[src/rtl/sys1_input_cond_if.sv]
// sys1_input_cond_if: HPS-side inputs and core-facing active-low outputs of the input conditioner
interface sys1_input_cond_if;
  logic [7:0]  sysmode;
  logic [15:0] joy;
  logic [24:0] mouse;
  logic        vs;
  logic [7:0]  inp0;
  logic [7:0]  inp1;
  logic [7:0]  inp2;
  logic        pause_req;
  modport master (output sysmode, joy, mouse, vs, input inp0, inp1, inp2, pause_req);
  modport slave (input sysmode, joy, mouse, vs, output inp0, inp1, inp2, pause_req);
endinterface

[src/rtl/sys1_input_cond.sv]
// sys1_input_cond: maps joystick/mouse to SEGA System 1 INP0-2 with coin stretch, pause toggle and spinner
module sys1_input_cond #(
  parameter int COIN_FRAMES = 3,
  parameter int SPIN_SLOW   = 2,
  parameter int SPIN_FAST   = 6
) (
  input logic clk,
  input logic reset,
  sys1_input_cond_if.slave bus
);
  logic       vs_d, coin_d, pause_d, pause_rise, mouse_d24;
  logic       tick, coin, t, spin, water;
  logic [3:0] cnt, cnt_nxt;
  logic [7:0] pos, step, dig, mdx, map0, map2;
  logic [15:0] j;
  logic unused_bits;
  assign unused_bits = ^{bus.sysmode[7:6], bus.sysmode[4], bus.sysmode[2:0], bus.joy[15:13], bus.mouse[23:16], bus.mouse[7:3]};
  // Edge detects, coin next-count, spinner delta and per-mode output mapping
  always_comb begin
    j       = bus.joy;
    tick    = bus.vs & ~vs_d;
    spin    = bus.sysmode[5];
    water   = bus.sysmode[3];
    cnt_nxt = (j[11] && !coin_d && cnt == 4'd0) ? 4'(COIN_FRAMES) :
              (tick && cnt != 4'd0) ? cnt - 4'd1 : cnt;
    coin    = cnt_nxt != 4'd0;
    step    = j[5] ? 8'(SPIN_FAST) : 8'(SPIN_SLOW);
    dig     = !tick ? 8'd0 : (j[0] && !j[1]) ? step : (j[1] && !j[0]) ? -step : 8'd0;
    mdx     = (bus.mouse[24] != mouse_d24) ? bus.mouse[15:8] : 8'd0;
    t       = j[4] | (|bus.mouse[2:0]);
    map0    = spin ? pos :
              water ? {j[1], j[0], j[3], j[2], j[5], j[4], j[7], j[6]} :
                      {j[1], j[0], j[3], j[2], 1'b0, j[5], j[4], j[6]};
    map2    = spin ? {t, t, j[10], j[9], 3'b000, coin} :
              water ? {j[8], j[8], j[10], j[9], 3'b000, coin} :
                      {2'b00, j[10], j[9], 3'b000, coin};
  end
  // Edge-detect history, coin counter, pause toggle and wrapping spinner position
  always_ff @(posedge clk) begin
    if (reset) begin
      vs_d       <= 1'b0;
      coin_d     <= 1'b0;
      pause_d    <= 1'b0;
      pause_rise <= 1'b0;
      mouse_d24  <= 1'b0;
      cnt        <= 4'd0;
      pos        <= 8'd0;
      bus.pause_req <= 1'b0;
    end else begin
      vs_d       <= bus.vs;
      coin_d     <= j[11];
      pause_d    <= j[12];
      pause_rise <= j[12] & ~pause_d;
      mouse_d24  <= bus.mouse[24];
      cnt        <= cnt_nxt;
      pos        <= pos + dig + mdx;
      bus.pause_req <= bus.pause_req ^ pause_rise;
    end
  end
  // Registered active-low outputs to the core
  always_ff @(posedge clk) begin
    if (reset) begin
      bus.inp0 <= 8'hFF;
      bus.inp1 <= 8'hFF;
      bus.inp2 <= 8'hFF;
    end else begin
      bus.inp0 <= ~map0;
      bus.inp1 <= ~map0;
      bus.inp2 <= ~map2;
    end
  end
endmodule
[src/flat_wrapper.sv]
// flat-port wrapper written by rule: the top's interface ports become plain ports
module sys1_input_cond_flat 
#(
  parameter int COIN_FRAMES = 3,
  parameter int SPIN_SLOW   = 2,
  parameter int SPIN_FAST   = 6
)
  (clk, reset, bus_sysmode, bus_joy, bus_mouse, bus_vs, bus_inp0, bus_inp1, bus_inp2, bus_pause_req);
  sys1_input_cond_if bus_i ();
  input logic clk;
  input logic reset;
  input wire logic [$bits(bus_i.sysmode)-1:0] bus_sysmode;
  input wire logic [$bits(bus_i.joy)-1:0] bus_joy;
  input wire logic [$bits(bus_i.mouse)-1:0] bus_mouse;
  input wire logic [$bits(bus_i.vs)-1:0] bus_vs;
  output wire logic [$bits(bus_i.inp0)-1:0] bus_inp0;
  output wire logic [$bits(bus_i.inp1)-1:0] bus_inp1;
  output wire logic [$bits(bus_i.inp2)-1:0] bus_inp2;
  output wire logic [$bits(bus_i.pause_req)-1:0] bus_pause_req;
  assign bus_i.sysmode = bus_sysmode;
  assign bus_i.joy = bus_joy;
  assign bus_i.mouse = bus_mouse;
  assign bus_i.vs = bus_vs;
  assign bus_inp0 = bus_i.inp0;
  assign bus_inp1 = bus_i.inp1;
  assign bus_inp2 = bus_i.inp2;
  assign bus_pause_req = bus_i.pause_req;
  sys1_input_cond #(.COIN_FRAMES(COIN_FRAMES), .SPIN_SLOW(SPIN_SLOW), .SPIN_FAST(SPIN_FAST)) u_core (.clk(clk), .reset(reset), .bus(bus_i));
endmodule
[config.mk]
export PLATFORM = sky130hd
export DESIGN_NAME = sys1_input_cond_flat
export DESIGN_NICKNAME = d
export VERILOG_FILES = /design/src/rtl/sys1_input_cond_if.sv /design/src/rtl/sys1_input_cond.sv /design/src/flat_wrapper.sv
export SDC_FILE = /design/constraint.sdc
export NUM_CORES = 1
export LEC_CHECK = 0
export CAP_MARGIN = 40
export CELL_PAD_IN_SITES_DETAIL_PLACEMENT = 0
export CELL_PAD_IN_SITES_GLOBAL_PLACEMENT = 1
export CORE_AREA = 4 4 81 83
export DETAILED_ROUTE_END_ITERATION = 12
export DIE_AREA = 0 0 85 87
export GPL_ROUTABILITY_DRIVEN = 0
export PLACE_DENSITY_LB_ADDON = 0.1
export SLEW_MARGIN = 20
export SYNTH_ARGS = -nofsm -noshare
export SYNTH_HDL_FRONTEND = slang
export SYNTH_SLANG_ARGS = --single-unit
[constraint.sdc]
create_clock -name clk -period 3.25 [get_ports clk]
set_clock_uncertainty 0.2 [all_clocks]
set_input_delay 0.65 -clock clk [delete_from_list [all_inputs] [get_ports clk]]
set_output_delay 0.65 -clock clk [all_outputs]
set_load 0.01 [all_outputs]
==> results by group <==
Synth
  • Share of synthesized area occupied by flip-flops and latches: 0.3478
  • Synthesized flop and latch total: 30
  • Summed instance area of the synthesized netlist: 1727 sq um
  • Async set-or-reset flop fraction in the synthesized netlist: 0
  • Largest cells by area after synthesis: sky130_fd_sc_hd__dfxtp_1, sky130_fd_sc_hd__fa_1, sky130_fd_sc_hd__ha_1, sky130_fd_sc_hd__buf_4, sky130_fd_sc_hd__inv_1
  • Mapped Cells: 185
  • Prevailing post-synth register cell: sky130_fd_sc_hd__dfxtp_1
  • Top-area cell type share of the netlist area: 0.3478
  • Cell taking the most area after synthesis: sky130_fd_sc_hd__dfxtp_1
  • Synth warn: 0
  • EDFF count, synth: 0
  • Avg Cell Area, Syn: 9.333 sq um
  • Unique masters post-synth: 40

Die
  • Die Width: 85 um
  • Floorplan core area: 5851 sq um
  • Number of rows created at floorplan: 28
  • Ports placed on the boundary: 77
  • Floorplan die area: 7395 sq um
  • Floorplan die height: 87 um
  • Starting Density: 0.2951

Power and ir drop
  • Worst ir drop on vdd: 256.6 uV
  • Leakage power: 1.114 nW
  • Ratio of total power to cell area: 633.9 nW/um^2

Min path
  • Type of the tightest min-delay check: reg2reg
  • Worst hold path cell count: 1
  • Worst Hold Launch: u_core.pause_d$_SDFF_PP0_

STA
  • Least-Margin Pin Slew: 0.5695 ns
  • Final setup violating endpoints: 0
  • Hold violation total from the final report: 0
  • Worst slack on hold paths: 0.1856 ns
  • Final max-slew violation count: 0
  • Fin crit period: 3.143 ns
  • Fraction of the cycle the final worst path needs: 0.9672
  • Worst setup margin: 0.1067 ns
  • RSZ-0062 raised after global routing: false
  • Max_slew headroom: 0.6191
  • Top achievable clock speed: 0.3181 GHz
  • Summed negative setup slack over all endpoints: 0 ns

Placement
  • Count of port buffers added during placement: 51
  • HPWL after DPL: 3117 um
  • Setup slack after placement: -0.4619 ns

Global routing
  • Global-route wire length before repair: 6548 um
  • Pin count of the biggest net entering global routing: 19
  • Gr ovfl total: 0
  • Initial antenna violation count: 0
  • Vias in the first global route: 1386
  • Gr usage total: 0.1122

Drt
  • DR vias: 1382
  • DRC marker count from the first detailed-route iteration: 15
  • Iteration count of the initial detailed-routing pass: 4
  • Wirelength, routed: 3859 um
  • Post-DR wirelength/cell: 11.98 um
  • Post-detailed-route DRC marker count: 0
  • Vias/cell: 4.292
  • Remaining antenna violation count after routing: 0

Layout
  • Highest-count cells in the layout ignoring fill and taps: sky130_fd_sc_hd__clkdlybuf4s50_1, sky130_fd_sc_hd__dfxtp_1, sky130_fd_sc_hd__inv_1, sky130_fd_sc_hd__buf_4, sky130_fd_sc_hd__nand2_1
  • NumNets Final: 316
  • Count of fill cells added during filler insertion: 570
  • Most common library cell in the layout ignoring fill and taps: sky130_fd_sc_hd__clkdlybuf4s50_1
  • Utilization after layout: 0.4301
  • Area Growth Syn to Fin: 45.72%
  • Share of post-route cells with drive strength above 1: 0.1741
  • Number of antenna repair diodes: 0

Flow run
  • Number of violations of the max-capacitance limit: 0

Setup path
  • Kind of end point of the critical path: flip-flop
  • Classification of the worst setup path: in2reg
  • Register-to-Register Path Depth: 11
  • Critical path peak fanout: 5
  • Beginning of the worst register-to-register path: u_core.mouse_d24$_SDFF_PP0_
  • Startpoint kind of the worst setup timing path: input port
  • Startpoint of the worst setup timing path: bus_joy[0]
  • Worst Path Arrival: 3.17 ns
  • Data required, critical path: 3.27 ns

Run status
  • Status: finished, final reports clean

Clocking
  • Clock transition time at the flip-flop clock pins of the worst setup and hold paths: 0.06 ns
  • TritonCTS sink count: 30
  • Max clock buf depth: 2
  • Cts bufs inserted: 5
  • # hold bufs at CTS: 0
  • Clock tree from TritonCTS: built
  • Clock tree root buffer cell: sky130_fd_sc_hd__clkbuf_8
  • Skew-Pair Late Insertion Delay: 0.27 ns
  • H-tree levels: 2
==> cell usage after synthesis, types with 2 or more instances <==
cell / count
sky130_fd_sc_hd__a211o_1: 4
sky130_fd_sc_hd__a211oi_1: 2
sky130_fd_sc_hd__a21oi_1: 7
sky130_fd_sc_hd__and2_2: 2
sky130_fd_sc_hd__buf_4: 12
sky130_fd_sc_hd__buf_6: 2
sky130_fd_sc_hd__dfxtp_1: 30
sky130_fd_sc_hd__fa_1: 7
sky130_fd_sc_hd__ha_1: 11
sky130_fd_sc_hd__inv_1: 20
sky130_fd_sc_hd__mux2i_1: 5
sky130_fd_sc_hd__nand2_1: 14
sky130_fd_sc_hd__nand2b_1: 7
sky130_fd_sc_hd__nand3b_1: 2
sky130_fd_sc_hd__nor2_1: 10
sky130_fd_sc_hd__nor2b_1: 11
sky130_fd_sc_hd__nor3_1: 3
sky130_fd_sc_hd__o21ai_0: 3
sky130_fd_sc_hd__o31ai_1: 2
sky130_fd_sc_hd__or2_2: 5
sky130_fd_sc_hd__xnor2_1: 6
sky130_fd_sc_hd__xor2_1: 2
==> routing by layer <==
| layer | share of wire | GRT usage | vias to the layer above |
|---|---|---|---|
| met5 | 0 | 0 | - |
| met4 | 0.017 | 0.04317 | 0 |
| met3 | 0.069 | 0.03311 | 5 |
| met2 | 0.44 | 0.1787 | 46 |
| met1 | 0.47 | 0.1430 | 629 |
| li1 | - | - | 702 |
==> path summary, 6_finish.rpt <==
| kind | endpoint | slack (ns) |
|---|---|---|
| worst max-delay path | u_core.pos[6]$_SDFF_PP0_ | 0.11 |
| worst max register to register | u_core.pos[6]$_SDFF_PP0_ | 0.56 |
| worst min-delay path | u_core.pause_rise$_SDFF_PP0_ | 0.19 |
| worst min register to register | u_core.pause_rise$_SDFF_PP0_ | 0.19 |
==> where the power goes <==
part           internal (W)  switching, W  leakage [nW]
combinational      0.000347      0.000280         0.794
clock              0.000327      0.000140        0.0714
sequential         0.000446     0.0000560         0.249
total               0.00112      0.000476          1.11
==> critical path, stage by stage <==
cell and delay (ns):
sky130_fd_sc_hd__dlygate4sd2_1 0.26, sky130_fd_sc_hd__inv_1 0.08, sky130_fd_sc_hd__buf_4 0.10, sky130_fd_sc_hd__ha_1 0.14, sky130_fd_sc_hd__nand3b_1 0.08, sky130_fd_sc_hd__buf_4 0.17, sky130_fd_sc_hd__fa_1 0.51, sky130_fd_sc_hd__inv_1 0.05
sky130_fd_sc_hd__ha_1 0.34, sky130_fd_sc_hd__or4bb_1 0.51, sky130_fd_sc_hd__o311ai_0 0.12, sky130_fd_sc_hd__a211o_1 0.15
==> registers in the layout, indices dropped and copies added, names as in the netlist <==
register	count
u_core.bus.inp2	4
u_core.pause_d	1
u_core.coin_d	1
u_core.pause_rise	1
u_core.pos	8
u_core.cnt	4
u_core.bus.inp0	8
u_core.bus.pause_req	1
u_core.mouse_d24	1
u_core.vs_d	1
==> metrics by stage <==
step                      area [sq um]  total power (W)  std cells
after floorplan                   1734        0.0008911        187
after global placement            2337         0.001099        313
after detailed placement          2337         0.001124        313
after CTS                         2499         0.001612        322
after global routing              2516         0.001714        322
final                             2516         0.001595        322
==> cell type report <==
class	instances	area (sq um)	area share
Multi-Input combinational cell	121	964.7	0.3834
Timing Repair Buffer	68	639.4	0.2541
Sequential cell	30	600.6	0.2387
Tap cell	75	93.84	0.03729
Clock buffer	6	82.58	0.03282
Inverter	20	75.07	0.02984
Clock inverter	2	60.06	0.02387
==> cell families after synthesis <==
family,share of synthesized area
AND/OR/NAND/NOR,0.2101
buffers and inverters,0.1138
flip-flops,0.3478
AO/OA/AOI/OAI,0.08622
adder cells (fa/ha/maj),0.1609
XOR/XNOR,0.05000
multiplexers,0.02899
other,0.002172
==> timing repair <==
action                     4_1_cts  5_1_grt
buffers inserted                 1        0
pin swaps                        2        1
resized for setup                6        5
setup endpoints to repair        3        2
Note: power is estimated with default switching activity, not from simulation.
